**config.mk**
```make
export PLATFORM = sky130hd
export DESIGN_NAME = layer_out_collector
export DESIGN_NICKNAME = d
export VERILOG_FILES = /design/src/rtl/layer_out_collector.sv
export SDC_FILE = /design/constraint.sdc
export NUM_CORES = 1
export LEC_CHECK = 0
export BUFFER_PORTS_ARGS = -buffer_cell sky130_fd_sc_hd__buf_2
export CAP_MARGIN = 10
export CORE_AREA = 2 2 110 112
export CTS_CLUSTER_DIAMETER = 120
export DETAILED_ROUTE_END_ITERATION = 8
export DIE_AREA = 0 0 112 114
export MAX_ROUTING_LAYER = met4
export PLACE_DENSITY = 0.63
export SLEW_MARGIN = 5
export SYNTH_ARGS = -nofsm -noshare
export SYNTH_HDL_FRONTEND = slang
export SYNTH_SLANG_ARGS = --single-unit
```
**constraint.sdc**
```tcl
create_clock -name clk -period 3.7 [get_ports clk]
set_clock_uncertainty 0.15 [all_clocks]
set_input_delay 0.37 -clock clk [delete_from_list [all_inputs] [get_ports clk]]
set_output_delay 0.37 -clock clk [all_outputs]
set_load 0.01 [all_outputs]
```
**src/rtl/layer_out_collector.sv**
```systemverilog
// layer_out_collector
//   Receives a layer's output stream one signed element per beat. It collects
//   M-element vectors into a ping-pong buffer, so one bank fills while the
//   other drains. Each completed vector is sent downstream with its element
//   index and a last flag.
//
//   Optional feature: define LAYER_OUT_COLLECTOR_ARGMAX_EN to report the
//   draining vector's max value and the index of that max. When the macro is
//   undefined there is no compare logic, and m_argmax and m_max stay 0.
//
//   Ports
//     clk       clock, all logic on posedge
//     reset     synchronous, active-high
//     s_valid   upstream element valid
//     s_ready   collector can accept an element
//     data_in   signed T-bit element from the layer
//     m_valid   downstream element valid
//     m_ready   downstream accepts
//     data_out  element of the draining vector (0 when m_valid=0)
//     m_index   index of data_out within its vector (0 when m_valid=0)
//     m_last    high on element M-1 (0 when m_valid=0)
//     m_argmax  index of the max element of the draining vector (0 when m_valid=0)
//     m_max     value of the max element of the draining vector (0 when m_valid=0)
module layer_out_collector #(
  parameter int M = 8,
  parameter int T = 8
) (
  input  logic                 clk,
  input  logic                 reset,
  input  logic                 s_valid,
  output logic                 s_ready,
  input  logic signed [T-1:0]  data_in,
  output logic                 m_valid,
  input  logic                 m_ready,
  output logic signed [T-1:0]  data_out,
  output logic [$clog2(M)-1:0] m_index,
  output logic                 m_last,
  output logic [$clog2(M)-1:0] m_argmax,
  output logic signed [T-1:0]  m_max
);

  localparam int IW = $clog2(M);
  localparam logic [IW-1:0] LAST_IDX = IW'(M - 1);
  localparam logic [IW-1:0] ZERO_IDX = IW'(0);
  localparam logic [IW-1:0] ONE_IDX  = IW'(1);

  logic signed [T-1:0] bank_r [2][M];
  logic [1:0]          full_r;
  logic [1:0]          full_next_s;
  logic                wr_bank_r;
  logic                rd_bank_r;
  logic [IW-1:0]       wr_cnt_r;
  logic [IW-1:0]       rd_cnt_r;
  logic                wr_fire_s;
  logic                rd_fire_s;
  logic                wr_done_s;
  logic                rd_done_s;

  // Handshake decode: each side is gated by its bank's full flag and by reset.
  always_comb begin
    s_ready   = !reset && !full_r[wr_bank_r];
    m_valid   = !reset && full_r[rd_bank_r];
    wr_fire_s = s_valid && s_ready;
    rd_fire_s = m_valid && m_ready;
    wr_done_s = wr_fire_s && (wr_cnt_r == LAST_IDX);
    rd_done_s = rd_fire_s && (rd_cnt_r == LAST_IDX);
  end

  // Full-flag update. A fill and a drain can complete together; they always
  // target different banks, because the write bank is empty and the read bank is full.
  always_comb begin
    full_next_s = full_r;
    if (wr_done_s) begin
      full_next_s[wr_bank_r] = 1'b1;
    end else begin
      full_next_s[wr_bank_r] = full_r[wr_bank_r];
    end
    if (rd_done_s) begin
      full_next_s[rd_bank_r] = 1'b0;
    end else begin
      full_next_s[rd_bank_r] = full_next_s[rd_bank_r];
    end
  end

  // Control state: full flags, bank pointers and element counters.
  always_ff @(posedge clk) begin
    if (reset) begin
      full_r    <= 2'b00;
      wr_bank_r <= 1'b0;
      rd_bank_r <= 1'b0;
      wr_cnt_r  <= ZERO_IDX;
      rd_cnt_r  <= ZERO_IDX;
    end else begin
      full_r <= full_next_s;
      if (wr_fire_s) begin
        if (wr_done_s) begin
          wr_cnt_r  <= ZERO_IDX;
          wr_bank_r <= ~wr_bank_r;
        end else begin
          wr_cnt_r <= wr_cnt_r + ONE_IDX;
        end
      end
      if (rd_fire_s) begin
        if (rd_done_s) begin
          rd_cnt_r  <= ZERO_IDX;
          rd_bank_r <= ~rd_bank_r;
        end else begin
          rd_cnt_r <= rd_cnt_r + ONE_IDX;
        end
      end
    end
  end

  // Element storage. It needs no reset, because the full flags guard every read.
  always_ff @(posedge clk) begin
    if (wr_fire_s) begin
      bank_r[wr_bank_r][wr_cnt_r] <= data_in;
    end
  end

  // Downstream element fields. They are forced to zero while nothing is valid.
  always_comb begin
    data_out = {T{1'b0}};
    m_index  = ZERO_IDX;
    m_last   = 1'b0;
    if (m_valid) begin
      data_out = bank_r[rd_bank_r][rd_cnt_r];
      m_index  = rd_cnt_r;
      m_last   = (rd_cnt_r == LAST_IDX);
    end else begin
      data_out = {T{1'b0}};
      m_index  = ZERO_IDX;
      m_last   = 1'b0;
    end
  end

`ifdef LAYER_OUT_COLLECTOR_ARGMAX_EN
  logic signed [T-1:0] run_max_r;
  logic [IW-1:0]       run_idx_r;
  logic signed [T-1:0] cand_max_s;
  logic [IW-1:0]       cand_idx_s;
  logic signed [T-1:0] res_max_r [2];
  logic [IW-1:0]       res_idx_r [2];

  // Running max including the incoming element. Element 0 seeds the max.
  // Only a strictly greater value replaces it, so ties keep the lower index.
  always_comb begin
    cand_max_s = run_max_r;
    cand_idx_s = run_idx_r;
    if (wr_cnt_r == ZERO_IDX) begin
      cand_max_s = data_in;
      cand_idx_s = ZERO_IDX;
    end else if (data_in > run_max_r) begin
      cand_max_s = data_in;
      cand_idx_s = wr_cnt_r;
    end else begin
      cand_max_s = run_max_r;
      cand_idx_s = run_idx_r;
    end
  end

  // Track the running max. Latch the result into the bank that is filling, at the same time as its full flag.
  always_ff @(posedge clk) begin
    if (reset) begin
      run_max_r    <= {T{1'b0}};
      run_idx_r    <= ZERO_IDX;
      res_max_r[0] <= {T{1'b0}};
      res_max_r[1] <= {T{1'b0}};
      res_idx_r[0] <= ZERO_IDX;
      res_idx_r[1] <= ZERO_IDX;
    end else if (wr_fire_s) begin
      run_max_r <= cand_max_s;
      run_idx_r <= cand_idx_s;
      if (wr_done_s) begin
        res_max_r[wr_bank_r] <= cand_max_s;
        res_idx_r[wr_bank_r] <= cand_idx_s;
      end
    end
  end

  // Argmax report for the draining bank. It stays constant across the bank's M beats.
  always_comb begin
    m_argmax = ZERO_IDX;
    m_max    = {T{1'b0}};
    if (m_valid) begin
      m_argmax = res_idx_r[rd_bank_r];
      m_max    = res_max_r[rd_bank_r];
    end else begin
      m_argmax = ZERO_IDX;
      m_max    = {T{1'b0}};
    end
  end
`else
  // Argmax reporting is disabled, so these outputs are tied to zero.
  always_comb begin
    m_argmax = ZERO_IDX;
    m_max    = {T{1'b0}};
  end
`endif

endmodule

```
# Word level (Yosys, flattened, before mapping)
# Memory sizes are Yosys's and may differ from the RTL's. A register that Yosys moved wholly into a read port is not among the register bits.
# Cells that the tools add are included.
[word_totals] out_inout_bits=25 inputBits=12 register_bits=10 mem_bits_rw=128 memories=1 elab_cells=65
[op_classes] muxes=28 order_cmp=7 add_sub_neg=2 n_reduce_logical=13 n_bitwise=7 eq_ne=2
[memory_table] memory="bank_r" words=2 width=64 read_ports=1 rd_clocked_by_memory_dff=1 write_ports=1 line_no="47" source="logic signed [T-1:0] bank_r [2][M];"
[op_table] cell="2-to-1 mux 64 bit" count=1
[op_table] cell="2-to-1 mux 8 bit" count=4
[op_table] cell="binary-select mux 8 bit (select 3 bit)" count=1
[op_table] cell="demux 8 bit (select 3 bit)" count=1
[op_table] cell="2-to-1 mux 1 bit" count=12
[op_table] cell="logical AND 1 bit" count=9
[op_table] cell="2-to-1 mux 3 bit" count=3
[op_table] cell=">= comparator 4 bit, second input constant" count=2
[op_table] cell="inverter 3 -> 4 bit" count=2
[op_table] cell="adder 3 x 1 -> 3 bit, second input constant" count=2
[op_table] cell="equality test 3 bit, second input constant" count=2
[op_table] cell="bitwise mux 2 bit" count=2
[op_table] cell="less-than comparator 1 x 2 -> 1 bit, second input constant" count=2
[op_table] cell="less-than comparator 4 x 1 -> 1 bit, second input constant" count=1
[op_table] cell="2-to-1 mux 2 bit" count=2
[op_table] cell="AND reduction 2 bit" count=2
[op_table] cell="AND 2 bit" count=1
[op_table] cell="demux 1 bit (select 1 bit)" count=2
[op_table] cell=">= comparator 1 bit, second input constant" count=2
[op_table] cell="logical NOT 1 bit" count=2
[op_table] cell="inverter 1 bit" count=2
[op_table] cell="inverter 2 bit" count=1
[op_table] cell="bitwise OR 2 bit" count=1

# Longest topological paths before layout
[logic_depth] depth_word=11 mapped_depth=6

# Worst setup path after synthesis
# OpenSTA, ideal clock, no wires.
[synth_path] kind="reg-to-reg" startpoint="register wr_bank_r" endpoint="memory bank_r[0][48] (netlist bit), enable pin" arrival_time_ps=2117 setup_slack_ps=1039 period_less_slack_ps=2661 n_path_buf=1 setup_time_ps=395 path_stages_with_launch=5 required_ps=3155 cell_sequence="dfxtp_1 mux2_2 or4_1 clkbuf_1 nor4_1"
[synth_between] elab_chain_cells=7
[synth_rtl] element="start, declared" line_no="50" source="logic wr_bank_r;"
[synth_rtl] element="start signal, assigned" line_no="98" source="wr_bank_r <= ~wr_bank_r;"
[synth_rtl] element="2-to-1 mux 1 bit (implied by the code) (2 in a row)" line_no="61" source="s_ready = !reset && !full_r[wr_bank_r];"
[synth_rtl] element="logical NOT 1 bit" line_no="61"
[synth_rtl] element="logical AND 1 bit" line_no="61"
[synth_rtl] element="logical AND 1 bit" line_no="63" source="wr_fire_s = s_valid && s_ready;"
[synth_rtl] element="2-to-1 mux 1 bit" line_no="116" source="if (wr_fire_s) begin"
[synth_rtl] element="2-to-1 mux 64 bit (implied by the code)" line_no="117" source="bank_r[wr_bank_r][wr_cnt_r] <= data_in;"
[synth_rtl] element="end, declared" line_no="47"
# Several ways; a longest one is shown, not always the timed one. The select of a mux whose other input is x is not followed.

==> results_dict.tcl <==
set metrics [dict create \
    run_status "completed" \
    clk_latency_ns 0.42 \
    grt_max_degree 34 \
    synth.most_common_cell "edfxtp_1" \
    postCtsHoldBufs 0 \
    fin_area_um2 6651 \
    setup_slack_ns 0.6963 \
    io_buffers 25 \
    syn_to_final_growth_pct 16.96 \
    max-cap-violations 0 \
    gp_congestion 0.8109 \
    core-area_um2 11710 \
    ctsResizeCount 0 \
    timing.final.crit_share_pct 81.18 \
    die_h_um 114 \
    synthFlopType "edfxtp_1" \
    ir_drop_v 0.0004344 \
    ys_ff_latch 139 \
    post-route-min-period_ns 3.004 \
    post_dp_cell_area_um2 6040 \
    timing.fmax_mhz 332.9 \
    synth_area_per_cell_um2 18.77 \
    p_leak_nw 2.191 \
    fin_tns_setup_ns 0 \
    n_fill_cell 908 \
    start_kind "register" \
    crit_path_max_fanout 14 \
    utilization_pct 56.79 \
    slew_violations 0 \
    avgViaCountPerCell 5.830 \
    criticalPathCategory "register to output port" \
    dp_slack_ns 1.112 \
    hold_viol 0 \
    tightestPinTransition_ns 0.6522 \
    vias 2956 \
    die_w_um 112 \
    setup-violations-final 0 \
    worstPathArrival_ns 2.48 \
    hpwl_mm 6.814 \
    synth_edf_count 128 \
    root_buffer "clkbuf_16" \
    synth_cell_type_count 33 \
    grt_overflow 0 \
    power_mw 3.531 \
    cts_buffer_depth 2 \
    endpoint_kind "output port" \
    hold_slack_ns 0.1215 \
    start_util_pct 48.56 \
    fin_cells 507 \
    synthArstFlopShare_pct 0 \
    min_path_type "input port to register" \
    crit_chain "mux4_1, mux4_2, and2_1, buf_2" \
    antennaDiodeCount 0 \
    pin_count 37 \
    netlist_top_cells_count "edfxtp_1, mux4_2, mux2i_1, buf_4, nor3_1" \
    drive_above_1_share_pct 31.94 \
    cts_inserted_buffers 17 \
    nets 363 \
    path_clk_slew_ns 0.06 \
    rows 40 \
    slew_headroom_pct 56.46 \
    ys_seq_area_share_pct 71.46 \
    routed_wirelength_mm 11.14 \
    drtPass1Iterations 5 \
    wl_per_cell_um 21.96 \
    synth_top_area_share_pct 67.59 \
    grt_pass1_wl_mm 17.35 \
    synth_top_cell_by_area "edfxtp_1" \
    drtIter0Drc 374 \
    cts_sinks 139 \
    postCtsSetupBuffers 0 \
    max_stage_delay_ns 0.69 \
    synth_area_um2 5687 \
    drc 0 \
    die_area_um2 12770 \
    dp.cells 475 \
    powerDensity_nw_per_um2 530.9 \
    grt_pass1_vias 2919 \
    rsz0062_at_grt "no" \
    required_ns 3.18 \
    antenna_found_initial 0 \
    cp_slowest_cell "dfxtp_2" \
    synth_area_leaders "edfxtp_1, mux4_2, dfxtp_1" \
    grtUsageTotal_pct 19.59 \
    synthCells 303 \
    htreeDepth 4 \
    cts_tree "yes" \
    yosys_warnings 0 \
    ant_nets 0 \
]
[power breakdown]
group          switching, mW  total (mW)  internal (mW)  leakage, nW
sequential           0.00445        1.73           1.72         1.24
clock                  0.672        1.74           1.07        0.294
combinational         0.0465      0.0622         0.0157        0.655
[worst max-delay path: cells and delay by family (launching register included)]
family / cells / cell delay, ns
mux: 2 / 1.08
flops: 1 / 0.69
simple gates: 1 / 0.16
buf+inv: 1 / 0.13
[flip-flops by register name, summed over array words and instances, names as in the netlist, named ones only]
register / cells
wr_bank_r: 1
rd_bank_r: 1
bank_r: 128
full_r: 2
rd_cnt_r: 3
wr_cnt_r: 3
[kinds of logic (layout without fill, tap and decap cells)]
kind of cell	Yosys count	after routing	share of synthesized area, %
DFF	139	139	71.46
muxes	51	51	16.41
and+or+nand+nor	44	44	4.291
buffers and inverters	37	84	3.608
AOI/OAI and AO/OA	27	27	3.278
adders and majority gates	4	4	0.8801
other	1	11	0.06594
[final timing paths]
path / cells after the start / slack (ns) / start / end
min reg2reg: 2 / 0.37 / full_r[0] / full_r[0]
max: 4 / 0.70 / register / data_out[7]
min: 3 / 0.12 / s_valid / wr_cnt_r[0]
max reg2reg: 4 / 1.06 / wr_bank_r / bank_r[1][32]
[metal layers]
layer / part of all wire (%) / global-route usage (%) / vias up
li1: - / - / 1316
met1: 45 / 25.36 / 1541
met2: 49 / 29.94 / 85
met3: 4.5 / 4.729 / 14
met4: 1.5 / 8.780 / 0
met5: 0 / - / -
[final cells by class]
cell class / instances / area, µm² / share of cell area (%)
Inverter: 8 / 30.03 / 0.4515
Timing Repair Buffer: 44 / 280.3 / 4.214
Clock buffer: 17 / 425.4 / 6.396
Tap cell: 147 / 183.9 / 2.765
Clock inverter: 15 / 186.4 / 2.803
Multi-Input combinational cell: 137 / 1480 / 22.25
Sequential cell: 139 / 4065 / 61.12
[layout by cell type (no fill, tap or decap), types with 5 or more instances in the layout]
cell	instances
mux4_2	31
dfxtp_1	10
nor2b_1	5
conb_1	11
inv_1	8
mux2i_1	16
nor3_1	12
nand4_1	8
o31ai_1	6
clkbuf_16	17
edfxtp_1	128
buf_2	25
o22ai_1	7
a21oi_1	7
buf_4	18
Power figures use the tool's default switching activity.
